### src/rtl/memory_arbiter_pkg.sv
// Shared types for the memory arbiter: RAM port status, arbiter state and grant owner.
package memory_arbiter_pkg;

    typedef logic [31:0] word_t;

    typedef enum logic [1:0] {FREE, BUSY, ACCESS, ERROR} ramstate_t;

    typedef enum logic [1:0] {IDLE, D_GNT, I_GNT} arb_state_t;

    typedef enum logic {OWN_D, OWN_I} arb_owner_t;

endpackage

### src/rtl/memory_arbiter_if.sv
// Bundle of requester-side and RAM-side signals around the memory arbiter.
interface memory_arbiter_if
    import memory_arbiter_pkg::*;
#(
    parameter int CPUS = 2
);
    logic [CPUS-1:0]  iREN;
    word_t [CPUS-1:0] iaddr;
    logic [CPUS-1:0]  iwait;
    word_t [CPUS-1:0] iload;

    logic      dREN;
    logic      dWEN;
    word_t     daddr;
    word_t     dstore;
    logic      dlock;
    logic      dwait;
    word_t     dload;

    logic      ramREN;
    logic      ramWEN;
    word_t     ramaddr;
    word_t     ramstore;
    word_t     ramload;
    ramstate_t ramstate;

    logic      arb_err;

    // slave: the arbiter itself; master: the caches plus the RAM model driving it
    modport slave (
        input  iREN, iaddr, dREN, dWEN, daddr, dstore, dlock, ramload, ramstate,
        output iwait, iload, dwait, dload, ramREN, ramWEN, ramaddr, ramstore, arb_err
    );

    modport master (
        output iREN, iaddr, dREN, dWEN, daddr, dstore, dlock, ramload, ramstate,
        input  iwait, iload, dwait, dload, ramREN, ramWEN, ramaddr, ramstore, arb_err
    );

endinterface

### src/rtl/memory_arbiter_rr_select.sv
// Combinational round-robin finder: first set request at or after the pointer, wrapping.
module rr_select #(
    parameter int N     = 2,
    parameter int IDX_W = (N > 1) ? $clog2(N) : 1
) (
    input  logic [N-1:0]     req_i,
    input  logic [IDX_W-1:0] ptr_i,
    output logic             found_o,
    output logic [IDX_W-1:0] idx_o
);

    // Scan from the farthest offset down so the nearest request wins last.
    always_comb begin
        found_o = 1'b0;
        idx_o   = ptr_i;
        for (int k = N - 1; k >= 0; k--) begin
            if (req_i[(int'(ptr_i) + k) % N]) begin
                found_o = 1'b1;
                idx_o   = IDX_W'((int'(ptr_i) + k) % N);
            end
        end
    end

endmodule

### src/rtl/memory_arbiter.sv
// Single-port RAM arbiter: data path with locked bursts versus round-robin instruction
// fetch, with a starvation counter that forces a pending fetch through.
module memory_arbiter
    import memory_arbiter_pkg::*;
#(
    parameter int CPUS         = 2,
    parameter int STARVE_LIMIT = 8,
    parameter int BURST_MAX    = 2
) (
    input  logic           CLK,
    input  logic           RST,
    memory_arbiter_if.slave bus
);

    localparam int IDX_W = (CPUS > 1) ? $clog2(CPUS) : 1;
    localparam int ST_W  = $clog2(STARVE_LIMIT + 1);
    localparam int BU_W  = $clog2(BURST_MAX + 1);

    arb_state_t       state_q, state_d;
    logic [IDX_W-1:0] idx_q, idx_d;
    logic [IDX_W-1:0] rr_q, rr_d;
    logic [ST_W-1:0]  starve_q, starve_d;
    logic [BU_W-1:0]  burst_q, burst_d;

    logic             any_i;
    logic [IDX_W-1:0] pick_idx;
    logic             d_req;
    logic             owner_en;
    logic             granted;
    logic             complete;
    logic             ram_err;
    logic             starve_inc;
    logic [BU_W-1:0]  burst_inc;

    rr_select #(.N(CPUS), .IDX_W(IDX_W)) u_rr (
        .req_i   (bus.iREN),
        .ptr_i   (rr_q),
        .found_o (any_i),
        .idx_o   (pick_idx)
    );

    assign d_req     = bus.dREN | bus.dWEN;
    assign granted   = (state_q != IDLE);
    assign ram_err   = granted && (bus.ramstate == ERROR);
    assign complete  = owner_en && (bus.ramstate == ACCESS);
    assign burst_inc = burst_q + BU_W'(1);
    assign bus.arb_err = ram_err;

    always_comb begin
        unique case (state_q)
            D_GNT:   owner_en = d_req;
            I_GNT:   owner_en = bus.iREN[idx_q];
            default: owner_en = 1'b0;
        endcase
    end

    always_ff @(posedge CLK) begin
        if (RST) begin
            state_q  <= IDLE;
            idx_q    <= '0;
            rr_q     <= '0;
            starve_q <= '0;
            burst_q  <= '0;
        end else begin
            state_q  <= state_d;
            idx_q    <= idx_d;
            rr_q     <= rr_d;
            starve_q <= starve_d;
            burst_q  <= burst_d;
        end
    end

    always_comb begin
        state_d    = state_q;
        idx_d      = idx_q;
        rr_d       = rr_q;
        starve_d   = starve_q;
        burst_d    = burst_q;
        starve_inc = 1'b0;
        unique case (state_q)
            IDLE: begin
                if (any_i && starve_q == ST_W'(STARVE_LIMIT)) begin
                    state_d = I_GNT;
                    idx_d   = pick_idx;
                end else if (d_req) begin
                    state_d    = D_GNT;
                    starve_inc = any_i;
                end else if (any_i) begin
                    state_d = I_GNT;
                    idx_d   = pick_idx;
                end
            end
            D_GNT: begin
                starve_inc = any_i;
                if (!owner_en || ram_err) begin
                    state_d = IDLE;
                    burst_d = '0;
                end else if (complete) begin
                    if (bus.dlock && burst_inc < BU_W'(BURST_MAX)) begin
                        burst_d = burst_inc;
                    end else begin
                        state_d = IDLE;
                        burst_d = '0;
                    end
                end
            end
            I_GNT: begin
                if (!owner_en || ram_err) begin
                    state_d = IDLE;
                end else if (complete) begin
                    state_d  = IDLE;
                    starve_d = '0;
                    rr_d     = (idx_q == IDX_W'(CPUS - 1)) ? '0 : idx_q + IDX_W'(1);
                end
            end
            default: state_d = IDLE;
        endcase
        if (starve_inc && starve_q != ST_W'(STARVE_LIMIT)) begin
            starve_d = starve_q + ST_W'(1);
        end
    end

    // RAM port and requester returns follow the current owner combinationally.
    always_comb begin
        bus.ramREN   = 1'b0;
        bus.ramWEN   = 1'b0;
        bus.ramaddr  = '0;
        bus.ramstore = '0;
        bus.iwait    = '1;
        bus.iload    = '0;
        bus.dwait    = 1'b1;
        bus.dload    = '0;
        unique case (state_q)
            D_GNT: begin
                bus.ramWEN   = bus.dWEN;
                bus.ramREN   = bus.dREN & ~bus.dWEN;
                bus.ramaddr  = bus.daddr;
                bus.ramstore = bus.dstore;
                bus.dload    = bus.ramload;
                bus.dwait    = ~complete;
            end
            I_GNT: begin
                bus.ramREN       = bus.iREN[idx_q];
                bus.ramaddr      = bus.iaddr[idx_q];
                bus.iload[idx_q] = bus.ramload;
                bus.iwait[idx_q] = ~complete;
            end
            default: ;
        endcase
    end

    always_ff @(posedge CLK) begin
        if (!RST && state_q == D_GNT) begin
            assert (!(bus.dREN && bus.dWEN))
                else $warning("dREN and dWEN both high during data grant; write takes priority");
        end
    end

endmodule
### src/flat_wrapper.sv
// flat-port wrapper written by rule: the top's interface ports become plain ports
module memory_arbiter_flat import memory_arbiter_pkg::*;
#(
    parameter int CPUS         = 2,
    parameter int STARVE_LIMIT = 8,
    parameter int BURST_MAX    = 2
)
  (CLK, RST, bus_iREN, bus_iaddr, bus_dREN, bus_dWEN, bus_daddr, bus_dstore, bus_dlock, bus_ramload, bus_ramstate, bus_iwait, bus_iload, bus_dwait, bus_dload, bus_ramREN, bus_ramWEN, bus_ramaddr, bus_ramstore, bus_arb_err);
  memory_arbiter_if #(.CPUS(CPUS)) bus_i ();
  input  logic CLK;
  input  logic RST;
  input wire logic [$bits(bus_i.iREN)-1:0] bus_iREN;
  input wire logic [$bits(bus_i.iaddr)-1:0] bus_iaddr;
  input wire logic [$bits(bus_i.dREN)-1:0] bus_dREN;
  input wire logic [$bits(bus_i.dWEN)-1:0] bus_dWEN;
  input wire logic [$bits(bus_i.daddr)-1:0] bus_daddr;
  input wire logic [$bits(bus_i.dstore)-1:0] bus_dstore;
  input wire logic [$bits(bus_i.dlock)-1:0] bus_dlock;
  input wire logic [$bits(bus_i.ramload)-1:0] bus_ramload;
  input wire logic [$bits(bus_i.ramstate)-1:0] bus_ramstate;
  output wire logic [$bits(bus_i.iwait)-1:0] bus_iwait;
  output wire logic [$bits(bus_i.iload)-1:0] bus_iload;
  output wire logic [$bits(bus_i.dwait)-1:0] bus_dwait;
  output wire logic [$bits(bus_i.dload)-1:0] bus_dload;
  output wire logic [$bits(bus_i.ramREN)-1:0] bus_ramREN;
  output wire logic [$bits(bus_i.ramWEN)-1:0] bus_ramWEN;
  output wire logic [$bits(bus_i.ramaddr)-1:0] bus_ramaddr;
  output wire logic [$bits(bus_i.ramstore)-1:0] bus_ramstore;
  output wire logic [$bits(bus_i.arb_err)-1:0] bus_arb_err;
  assign bus_i.iREN = bus_iREN;
  assign bus_i.iaddr = bus_iaddr;
  assign bus_i.dREN = bus_dREN;
  assign bus_i.dWEN = bus_dWEN;
  assign bus_i.daddr = bus_daddr;
  assign bus_i.dstore = bus_dstore;
  assign bus_i.dlock = bus_dlock;
  assign bus_i.ramload = bus_ramload;
  assign bus_i.ramstate = bus_ramstate;
  assign bus_iwait = bus_i.iwait;
  assign bus_iload = bus_i.iload;
  assign bus_dwait = bus_i.dwait;
  assign bus_dload = bus_i.dload;
  assign bus_ramREN = bus_i.ramREN;
  assign bus_ramWEN = bus_i.ramWEN;
  assign bus_ramaddr = bus_i.ramaddr;
  assign bus_ramstore = bus_i.ramstore;
  assign bus_arb_err = bus_i.arb_err;
  memory_arbiter #(.CPUS(CPUS), .STARVE_LIMIT(STARVE_LIMIT), .BURST_MAX(BURST_MAX)) u_core (.CLK(CLK), .RST(RST), .bus(bus_i));
endmodule
### config.mk
export PLATFORM = sky130hd
export DESIGN_NAME = memory_arbiter_flat
export DESIGN_NICKNAME = d
export VERILOG_FILES = /design/src/rtl/memory_arbiter_pkg.sv /design/src/rtl/memory_arbiter_if.sv /design/src/rtl/memory_arbiter_rr_select.sv /design/src/rtl/memory_arbiter.sv /design/src/flat_wrapper.sv
export SDC_FILE = /design/constraint.sdc
export NUM_CORES = 1
export LEC_CHECK = 0
export ABC_AREA = 1
export BUFFER_PORTS_ARGS = -buffer_cell sky130_fd_sc_hd__buf_2
export CORE_AREA = 3 3 130 132
export DETAILED_ROUTE_END_ITERATION = 6
export DIE_AREA = 0 0 133 135
export PLACE_DENSITY = 0.43
export SLEW_MARGIN = 20
export SYNTH_ARGS = -nofsm -noshare
export SYNTH_HDL_FRONTEND = slang
export SYNTH_SLANG_ARGS = --single-unit
### constraint.sdc
create_clock -name CLK -period 4.3 [get_ports CLK]
set_input_delay 0.86 -clock CLK [delete_from_list [all_inputs] [get_ports CLK]]
set_output_delay 0.86 -clock CLK [all_outputs]
set_load 0.05 [all_outputs]
# Word level (Yosys, flattened, before mapping)

Cells that the tools add are included.

Bits in registers: 10
Bits of input ports: 169
Logic and storage cells: 103

Add/subtract/negate cells: 4
$lt $le $gt $ge: 5
Eq/ne operators: 12
Multiplexer cells: 49
Bitwise logic cells: 9
Reduce and logical (&&, ||, !) cells: 19

Operators with widths:

| kind                                                                 | number |
|---|---|
| 32-bit 2-to-1 mux                                                    | 5 |
| 64-bit bitwise AND                                                   | 1 |
| 64-bit 2-to-1 mux                                                    | 1 |
| 32-bit one-hot mux with 2 select lines                               | 1 |
| 32-bit demux with 1-bit select                                       | 1 |
| 2-bit 2-to-1 mux                                                     | 12 |
| 1-bit 2-to-1 mux                                                     | 20 |
| 4-bit 2-to-1 mux                                                     | 4 |
| 2-bit nonzero test                                                   | 5 |
| 3-bit AND reduction                                                  | 3 |
| 2-bit == test, second input constant                                 | 3 |
| 1-bit logical AND                                                    | 6 |
| 3-bit by 1-bit != test with 1-bit output, second input constant      | 2 |
| 1-bit one-hot mux with 2 select lines                                | 3 |
| 2-bit one-hot mux with 3 select lines                                | 1 |
| 4-bit by 1-bit adder with 4-bit output, second input constant        | 1 |
| 4-bit == test, second input constant                                 | 1 |
| 1-bit by 2-bit < comparator with 1-bit output, second input constant | 2 |
| 2-bit != test, second input constant                                 | 2 |
| 4-bit by 1-bit != test with 1-bit output, second input constant      | 1 |
| 4-bit != test, second input constant                                 | 1 |
| 4-bit AND reduction                                                  | 1 |
| 2-bit by 3-bit < comparator with 1-bit output, second input constant | 1 |
| 3-bit by 2-bit != test with 1-bit output, second input constant      | 1 |
| 16 further kinds                                                     | 19 |

# Longest topological paths before layout

Depth after elaboration: 13
Mapped depth: 11
Gate-level depth less buffers: 11

# Hierarchy

From an unflattened synthesis, not the netlist that was laid out.

Cells, all modules: 565
Area, all modules: 2595.0 um2

Modules (own cells, without submodules):

| module         | instances | cells each | area an instance (um2) | seq. area each (um2) |
|---|---|---|---|---|
| memory_arbiter | 1         | 559        | 2571.2                 | 200.2 |
| rr_select      | 1         | 6          | 23.8                   | 0.0 |

# Worst setup path before layout

OpenSTA, ideal clock, no wires.

Path type: flip-flop to output port
Start: register u_core.state_q[0]
End: output bus_iload[10]
Arrival time: 1.835 ns
Data required time: 3.440 ns
Path slack: 1.605 ns
Stages on the path, launching flop included: 8
Cells stage by stage: dfxtp_1 > inv_1 > ha_1 > inv_1 > nor2_2 > inv_2 > clkbuf_1 > nor2_1

Word-level cells in the longest chain between the ends: 2

Ends and longest elaborated chain:

| what                   | line                  | text |
|---|---|---|
| from (decl)            | memory_arbiter.sv:19  | `arb_state_t state_q, state_d;` |
| from (signal assigned) | memory_arbiter.sv:65  | `state_q <= state_d;` |
| 2-bit == test          | memory_arbiter.sv:133 | `unique case (state_q)` |
| 64-bit 2-to-1 mux      | memory_arbiter.sv:133 |  |
| to (decl)              | flat_wrapper.sv:22    | `output wire logic [$bits(bus_i.iload)-1:0] bus_iload;` |

No other way between the ends.

# Worst setup path after layout

Start: register u_core.state_q[0]
End: output bus_iload[1]

The elaborated chain is that of the path after synthesis.

==> results.sh <==
export IMPL_outcome="completed"
export IMPL_hold_class="reg2reg"
export IMPL_syn_nets=729
export IMPL_synth_seq_cells=10
export IMPL_fp_dieW_um=133
export IMPL_syn_area_um2=2460
export IMPL_r2r_start="u_core.state_q[1]"
export IMPL_whs_ns=0.445
export IMPL_num_nets_final=1046
export IMPL_cts_buffers=3
export IMPL_period_needed_ns=3.22
export IMPL_antenna_found_initial=1
export IMPL_grt_pass1_vias=3887
export IMPL_synthCells=555
export IMPL_synth_area_per_cell_um2=4.44
export IMPL_clk_pin_slew_ns=0.04
export IMPL_start_util_pct=15.6
export IMPL_ant_nets=0
export IMPL_final_core_util_pct=28.0
export IMPL_crit_path_end_kind="output port"
export IMPL_rsz0062_at_grt="no"
export IMPL_place_congestion=0.781
export IMPL_placementRows=46
export IMPL_clk_latency_ns=0.24
export IMPL_p_leak_nw=3.53
export IMPL_ys_warn_count=0
export IMPL_power_density_nw_per_um2=219
export IMPL_dieArea_um2=18000
export IMPL_p_sw_mw=0.555
export IMPL_fmax_mhz=311
export IMPL_clock_path_buffers=2
export IMPL_relSlewSlack_pct=57.8
export IMPL_track_usage_pct=14.1
export IMPL_rrSetupSlack_ns=2.49
export IMPL_critPathMostFrequentCell="inv_1"
export IMPL_crit_path_cell_trace="inv_1 > ha_1 > inv_1 > nor2_2 > inv_2 > nor2_1 > buf_2"
export IMPL_layout_worst_path_cycle_share_pct=74.8
export IMPL_drive_gt1_share_pct=41.6
export IMPL_hold_path_endpoint="u_core.burst_q[1]"
export IMPL_place_hpwl_um=11800
export IMPL_wl_per_cell_um=12.9
export IMPL_crit_arrival_ns=2.36
export IMPL_syn_to_final_growth_pct=79.6
export IMPL_min_path_cells=2
export IMPL_reg2reg_to="u_core.starve_q[2]"
export IMPL_fillers=1858
export IMPL_setup_viol=0
export IMPL_maxCapViolCount=0
export IMPL_hp_start="u_core.burst_q[1]"
export IMPL_routed_via_density=3.85
export IMPL_core_um2=15800
export IMPL_p_sw_share_pct=57.3
export IMPL_postCtsHoldBufs=0
export IMPL_worst_pin_slew_ns=0.632
export IMPL_synth_largest_area_cell="nand2_1"
export IMPL_route_detailed_drc=0
export IMPL_dp_cells=1083
export IMPL_drt_initial_drc_count=165
export IMPL_p_int_mw=0.414
export IMPL_antennaDiodeCount=0
export IMPL_power_frac_seq_pct=10.9
export IMPL_cp_max_fo=32
export IMPL_grt_max_degree=58
export IMPL_finalClockSkew_ns=0.000542
export IMPL_pwr_share_comb_pct=69.8
export IMPL_cp_start_kind="flip-flop"
export IMPL_crit_path_max_incr_delay_ns=0.37
export IMPL_drt_first_pass_iters=4
export IMPL_cts_sinks=10
export IMPL_cp_slowest_cell="inv_2"
export IMPL_grt_first_pass_wirelength_um=20700
export IMPL_finalSetupTns_ns=0
export IMPL_rr_worst_depth=10
export IMPL_critPathRequiredTime_ns=3.44
export IMPL_fp_dieH_um=135
export IMPL_irDropWorstVdd_mv=0.104
export IMPL_cts_tree="done"
export IMPL_port_buffers=334
export IMPL_ys_seq_area_share_pct=8.13
export IMPL_grt_remaining_overflow=0
export IMPL_post_cts_repair_setup_buffers=0
export IMPL_yosysUniqueCellTypes=26
export IMPL_clockRootBuffer="clkbuf_16"
export IMPL_synth_area_leaders="nand2_1, inv_1, nor2_1"
export IMPL_postCtsResizedCells=0
export IMPL_path_class="reg2out"
export IMPL_fin_cells=1087
export IMPL_synth_top_area_share_pct=33.1
export IMPL_cp_startpoint="u_core.state_q[0]"
export IMPL_hold_viol=0
export IMPL_vias=4184
export IMPL_routed_wl_um=14000
export IMPL_pin_count=335
export IMPL_slew_viol_final=0
export IMPL_htree_levels=1
export IMPL_p_clk_share_pct=19.3
## through the flow
stage | total power, mW | area (µm²) | setup WS [ns]
2_1_floorplan | 0.579 | 2460 | 1.61
3_3_place_gp | 0.797 | 4340 | 1.26
3_5_place_dp | 0.792 | 4340 | 1.20
4_1_cts | 0.984 | 4430 | 0.939
5_1_grt | 1.04 | 4430 | 0.772
6_report | 0.969 | 4430 | 1.08
## synthesized netlist by cell type, drive strengths merged
cell,number
nand4,5
dfxtp,10
buf,14
nor2,76
a211oi,1
nand2,219
inv,149
nor3b,1
clkbuf,13
ha,5
xnor2,1
or2,4
nand3,40
nor3,3
o21ai,6
a21oi,8
## metal layers
metal	part of all wire, %	global-route usage [%]	vias to the layer above	wire length (µm)
li1	-	-	2198	-
met1	40	16.4	1755	5550
met2	49	25.7	213	6870
met3	9.5	4.10	16	1330
met4	1.7	2.77	2	231
met5	0.050	0	-	7
## worst max path at each step
stage	endpoint	cells past startpoint
floorplan	bus_iload[10]	7
global placement	bus_iload[1]	7
detailed placement	bus_iload[1]	7
CTS	bus_iload[1]	7
global route	bus_iload[1]	7
finish	bus_iload[1]	7
## flip-flops by register name (all words and copies together), names as in the netlist
name             count
u_core.state_q       2
u_core.burst_q       2
u_core.starve_q      4
u_core.idx_q         1
u_core.rr_q          1
## area by class of cell
cell class              count  area (µm²)  area share [%]
inverters                 149         559            12.6
clock buffers               4        88.8            2.01
flip-flops and latches     10         200            4.52
multi-input cells         369        1600            36.1
well taps                 216         270            6.11
repair buffers            339        1710            38.6
## critical path, delay by kind of cell (launching register included)
kind	cells	cell delay [ns]
fa+ha+maj	1	0.25
simple gates	2	0.63
buf+inv	4	0.89
flops	1	0.33
## logic make-up after synthesis
family	after synthesis	synth area share (%)
and+or+nand+nor	348	58.2
buffers and inverters	176	27.5
AOI/OAI and AO/OA	15	3.30
adders and majority gates	5	2.54
xor gates and xnor gates	1	0.356
DFF	10	8.13
## cells in the final DEF, fill, tap and decap left out, types with 5 or more instances in the layout
cell and instances:
inv_1 145, o21ai_0 5, nor2_1 72, buf_2 334, buf_4 5, a21oi_1 8, nand3_1 36, nand2_1 217
dfxtp_1 10
## power by group through the flow
stage          Clock (mW)  Combinational, mW  Sequential, mW
2_1_floorplan           0              0.473           0.106
3_3_place_gp            0              0.689           0.107
3_5_place_dp            0              0.684           0.108
4_1_cts             0.191              0.687           0.106
5_1_grt             0.198              0.735           0.107
6_report            0.187              0.677           0.106
Note: power is estimated with default switching activity, not from simulation.
